==> src/rtl/mul_share_arbiter.sv <==
`default_nettype none
// ============================================================================
//  Module      : mul_share_arbiter
//  Description : Shares one registered W x W unsigned multiplier between NREQ
//                requesters. A round-robin arbiter accepts at most one
//                operand pair per cycle and tags it with the requester ID.
//                Two pipeline stages (operand register -> product register)
//                return the tagged 2W-bit product, with valid/ready
//                backpressure on the result side.
//  Ports       : clk        rising-edge clock
//                reset      synchronous, active-high reset
//                req        per-requester request
//                a_in/b_in  packed operands, requester i at [i*W +: W]
//                gnt        one-hot accept strobe (combinational)
//                out_valid  result valid
//                out_ready  consumer ready
//                out_id     requester ID of the result
//                out_data   unsigned product a*b
//                busy       either pipeline stage holds valid data
//  Revision    : 1.0  initial release
// ============================================================================
module mul_share_arbiter #(
    parameter int NREQ = 4,
    parameter int W    = 8,
    parameter int IDW  = 2
) (
    input  logic                clk,
    input  logic                reset,
    input  logic [NREQ-1:0]     req,
    input  logic [NREQ*W-1:0]   a_in,
    input  logic [NREQ*W-1:0]   b_in,
    output logic [NREQ-1:0]     gnt,
    output logic                out_valid,
    input  logic                out_ready,
    output logic [IDW-1:0]      out_id,
    output logic [2*W-1:0]      out_data,
    output logic                busy
);

    localparam logic [IDW-1:0] C_LAST_ID = IDW'(NREQ - 1);

    // Stage 1: operand register
    logic           v1_q;
    logic [W-1:0]   a1_q;
    logic [W-1:0]   b1_q;
    logic [IDW-1:0] id1_q;

    // Stage 2: product register (drives the outputs directly)
    logic           v2_q;
    logic [2*W-1:0] prod_q;
    logic [IDW-1:0] id2_q;

    // Round-robin pointer: the requester with highest priority next
    logic [IDW-1:0] ptr_q;
    logic [IDW-1:0] ptr_d;

    logic           w_adv1;
    logic           w_adv2;
    logic           w_found;
    logic [IDW-1:0] w_idx;
    logic [2*W-1:0] w_prod;

    // A stage may load when it is empty or its contents move on this edge.
    assign w_adv2 = !v2_q || out_ready;
    assign w_adv1 = !v1_q || w_adv2;

    // Circular search starting at ptr; the first requester found wins.
    always_comb begin
        w_found = 1'b0;
        w_idx   = '0;
        for (int k = 0; k < NREQ; k++) begin
            int j;
            j = int'(ptr_q) + k;
            if (j >= NREQ) begin
                j = j - NREQ;
            end
            if (!w_found && req[j]) begin
                w_found = 1'b1;
                w_idx   = IDW'(j);
            end
        end
    end

    always_comb begin
        gnt = '0;
        if (w_found && w_adv1 && !reset) begin
            gnt[w_idx] = 1'b1;
        end
    end

    always_comb begin
        ptr_d = (w_idx == C_LAST_ID) ? '0 : w_idx + 1'b1;
    end

    assign w_prod = {{W{1'b0}}, a1_q} * {{W{1'b0}}, b1_q};

    always_ff @(posedge clk) begin
        if (reset) begin
            v1_q   <= 1'b0;
            a1_q   <= '0;
            b1_q   <= '0;
            id1_q  <= '0;
            v2_q   <= 1'b0;
            prod_q <= '0;
            id2_q  <= '0;
            ptr_q  <= '0;
        end else begin
            if (w_adv2) begin
                v2_q   <= v1_q;
                prod_q <= w_prod;
                id2_q  <= id1_q;
            end
            if (w_adv1) begin
                v1_q <= |gnt;
                if (|gnt) begin
                    a1_q  <= a_in[w_idx*W +: W];
                    b1_q  <= b_in[w_idx*W +: W];
                    id1_q <= w_idx;
                    ptr_q <= ptr_d;
                end
            end
        end
    end

    assign out_valid = v2_q;
    assign out_data  = prod_q;
    assign out_id    = id2_q;
    assign busy      = v1_q | v2_q;

endmodule
`default_nettype wire

==> config.mk <==
export PLATFORM = sky130hd
export DESIGN_NAME = mul_share_arbiter
export DESIGN_NICKNAME = d
export VERILOG_FILES = /design/src/rtl/mul_share_arbiter.sv
export SDC_FILE = /design/constraint.sdc
export NUM_CORES = 1
export LEC_CHECK = 0
export CAP_MARGIN = 5
export CORE_ASPECT_RATIO = 2
export CORE_UTILIZATION = 40
export DETAILED_ROUTE_END_ITERATION = 7
export PLACE_DENSITY = 0.66
export SLEW_MARGIN = 20
export SYNTH_ARGS = -nofsm -noshare
export SYNTH_HDL_FRONTEND = slang
export SYNTH_SLANG_ARGS = --single-unit
==> constraint.sdc <==
create_clock -name clk -period 5.21 [get_ports clk]
set_clock_uncertainty 0.2 [all_clocks]
set_input_delay 0.7815 -clock clk [delete_from_list [all_inputs] [get_ports clk]]
set_output_delay 0.7815 -clock clk [all_outputs]
set_load 0.05 [all_outputs]
==> results.sh <==
export IMPL_worst_pin_slew_ns=0.6379
export IMPL_nFillCells=958
export IMPL_multi_input_area_um2=2992
export IMPL_numCtsBuffers=5
export IMPL_synth_top_area_frac=0.1957
export IMPL_first_pass_iters=4
export IMPL_synth_async_sr_flop_share=0
export IMPL_grt_pass1_wl_um=17350
export IMPL_wl_um=10280
export IMPL_routedWlPerCell_um=15.39
export IMPL_fin_cells=668
export IMPL_power_mw=1.932
export IMPL_r2r_cells=13
export IMPL_slew_violations=0
export IMPL_vias=3481
export IMPL_setup_violations=0
export IMPL_min_path_type="reg -> reg"
export IMPL_hold_viol=0
export IMPL_floorplan_initialDensity=0.4163
export IMPL_synth_area_per_cell_um2=9.112
export IMPL_cellPowerDensity_nw_per_um2=366.9
export IMPL_antenna_cells=0
export IMPL_critPathArrivalTime_ns=4.69
export IMPL_synth_edf_count=0
export IMPL_clkLatencyLatePin_ns=0.28
export IMPL_syn_to_final_growth_pct=28.72
export IMPL_ys_types=50
export IMPL_grt_use_met1=0.2084
export IMPL_ant_nets=0
export IMPL_grt_max_degree=42
export IMPL_vdd_drop_max_mv=0.3489
export IMPL_cts_resized=0
export IMPL_r2r_end="out_data[14]"
export IMPL_r2r_start="a1_q[3]"
export IMPL_synth_compound_area_frac=0.1272
export IMPL_design_core_area_um2=9827
export IMPL_ctsHoldBuffers=0
export IMPL_reg2reg_slack_ns=0.50
export IMPL_avgViaCountPerCell=5.211
export IMPL_yosysWarnings=0
export IMPL_rsz0062_at_grt="no"
export IMPL_place_inst=660
export IMPL_hold_path_cell_count=2
export IMPL_final_min_clock_period_ns=4.707
export IMPL_post_cts_buffers=0
export IMPL_synthTopCellsByArea="dfxtp_1 (20%), fa_1 (18%), ha_1 (12%)"
export IMPL_drc=0
export IMPL_grt_overflow=0
export IMPL_ys_seq_area_frac=0.1957
export IMPL_final_nets=682
export IMPL_cap_violations=0
export IMPL_cts_sinks=40
export IMPL_track_usage=0.2073
export IMPL_worstSetupPathType="reg -> reg"
export IMPL_synth_fa_ha_area_frac=0.2985
export IMPL_hold_end="out_id[1]"
export IMPL_synthXorXnorAreaFrac=0.01713
export IMPL_synth_top_family_by_area="adder cells"
export IMPL_drive_gt1_frac=0.03731
export IMPL_yosysMostFrequentCell="and2_1"
export IMPL_required_ns=5.19
export IMPL_io_pins=95
export IMPL_path_clk_slew_ns=0.06
export IMPL_dieHeight_um=145.0
export IMPL_p_leak_nw=2.365
export IMPL_ys_flop_type="dfxtp_1"
export IMPL_die_area_um2=10660
export IMPL_muxShareOfSynthArea=0.07829
export IMPL_max_slew_margin=0.5747
export IMPL_cp_start_kind="flip-flop"
export IMPL_max_freq_ghz=0.2124
export IMPL_synth_seq_cells=40
export IMPL_grtUsageMet2=0.4028
export IMPL_syn_nets=596
export IMPL_place_gp_congestion=0.8911
export IMPL_busiest_layer="met2"
export IMPL_first_global_vias=3733
export IMPL_root_buffer="clkbuf_16"
export IMPL_min_period_over_period=0.9035
export IMPL_setup_tns_ns=0
export IMPL_synth_simple_area_share=0.2080
export IMPL_hp_start="out_id[1]"
export IMPL_fp_dieW_um=73.52
export IMPL_grt_antenna_before_repair=0
export IMPL_cts_tree="built"
export IMPL_crit_fanout=9
export IMPL_port_buffers=94
export IMPL_ff_latch_area_um2=800.8
export IMPL_detailed_place_hpwl_um=8534
export IMPL_grtUsageMet3=0.02500
export IMPL_row_count=51
export IMPL_cp_end_kind="flip-flop"
export IMPL_status="completed"
export IMPL_cts_htree_levels=2
export IMPL_cts_buffer_depth=2
export IMPL_drt_initial_drc_count=158
export IMPL_synth_largest_area_cell="dfxtp_1"
export IMPL_synth_common_cells="and2_1 (53), inv_1 (52), dfxtp_1 (40), ha_1 (40), nand2_1 (38)"
export IMPL_syn_instance_count=449
export IMPL_synth_area_um2=4091
==> layout make-up <==
cell class / count / area share
Multi-Input combinational cell: 339 / 0.5681
Timing Repair Buffer: 97 / 0.1829
Sequential cell: 40 / 0.1521
Inverter: 52 / 0.03706
Tap cell: 132 / 0.03136
Clock buffer: 7 / 0.02708
Clock inverter: 1 / 0.001426
==> critical path, stage by stage, from the launching register on <==
cell     delay (ns)
dfxtp_1        0.50
and2_1         0.20
fa_1           0.45
fa_1           0.53
fa_1           0.55
inv_1          0.05
fa_1           0.54
inv_1          0.05
ha_1           0.27
or3_1          0.44
a221o_2        0.37
a21oi_2        0.16
xnor2_1        0.08
a22o_1         0.23
==> cell families after synthesis <==
family / Yosys count
muxes: 32
buffers and inverters: 70
and+or+nand+nor: 152
DFF: 40
xor gates and xnor gates: 8
adders and majority gates: 76
AOI/OAI and AO/OA: 71
==> per-layer routing <==
metal  routed length (um)  vias up
met2                 6043       76
met5                    0        -
li1                     -     1700
met3                  361       23
met4                  316        0
met1                 3559     1682
==> layout by cell type (no fill, tap or decap), types with 4 or more instances in the layout <==
master           Yosys  layout
nor2b_1              5       5
dfxtp_1             40      40
xor2_1               4       4
and2_1              53      53
fa_1                36      36
ha_1                40      40
nand3b_1            17      17
nor3_1               6       6
nand2_1             38      38
a211oi_1             5       5
xnor2_1              4       4
o21ai_0              5       5
inv_1               52      52
nor2_1              12      12
clkdlybuf4s50_1      0      94
a21oi_1             21      21
mux2i_1             32      32
clkbuf_16            0       5
o221ai_1            16      16
a21o_1               4       4
==> how the worst max path moves through the flow <==
stage / start / cells past startpoint / slack, ns / endpoint
after floorplan: a1_q[5] / 14 / 0.77 / out_data[14]
after global placement: a1_q[4] / 13 / 0.57 / out_data[14]
after detailed placement: b1_q[6] / 13 / 0.48 / out_data[14]
after CTS: b1_q[6] / 13 / 0.47 / out_data[14]
after global routing: b1_q[6] / 13 / 0.28 / out_data[10]
final: a1_q[3] / 13 / 0.50 / out_data[14]
==> metrics by stage <==
stage,hold slack [ns],worst slack [ns],cell area [um^2],util
after global placement,0.2452,0.5742,5116,0.5206
after CTS,0.2594,0.4715,5266,0.5359
after global routing,0.2797,0.2760,5266,0.5359
after detailed placement,0.2513,0.4842,5116,0.5206
after floorplan,0.2366,0.7728,4091,-
final,0.2562,0.5025,5266,0.5359
==> state kept, by name, indices dropped and copies added, names as in the netlist <==
signal,flops
out_data,16
a1_q,8
b1_q,8
id1_q,2
out_id,2
ptr_q,2
out_valid,1
v1_q,1
==> report_power, final <==
group	total [mW]	switching (mW)	internal, mW
Combinational	1.11	0.633	0.478
Sequential	0.505	0.118	0.387
Clock	0.316	0.125	0.191
Power figures use the tool's default switching activity.
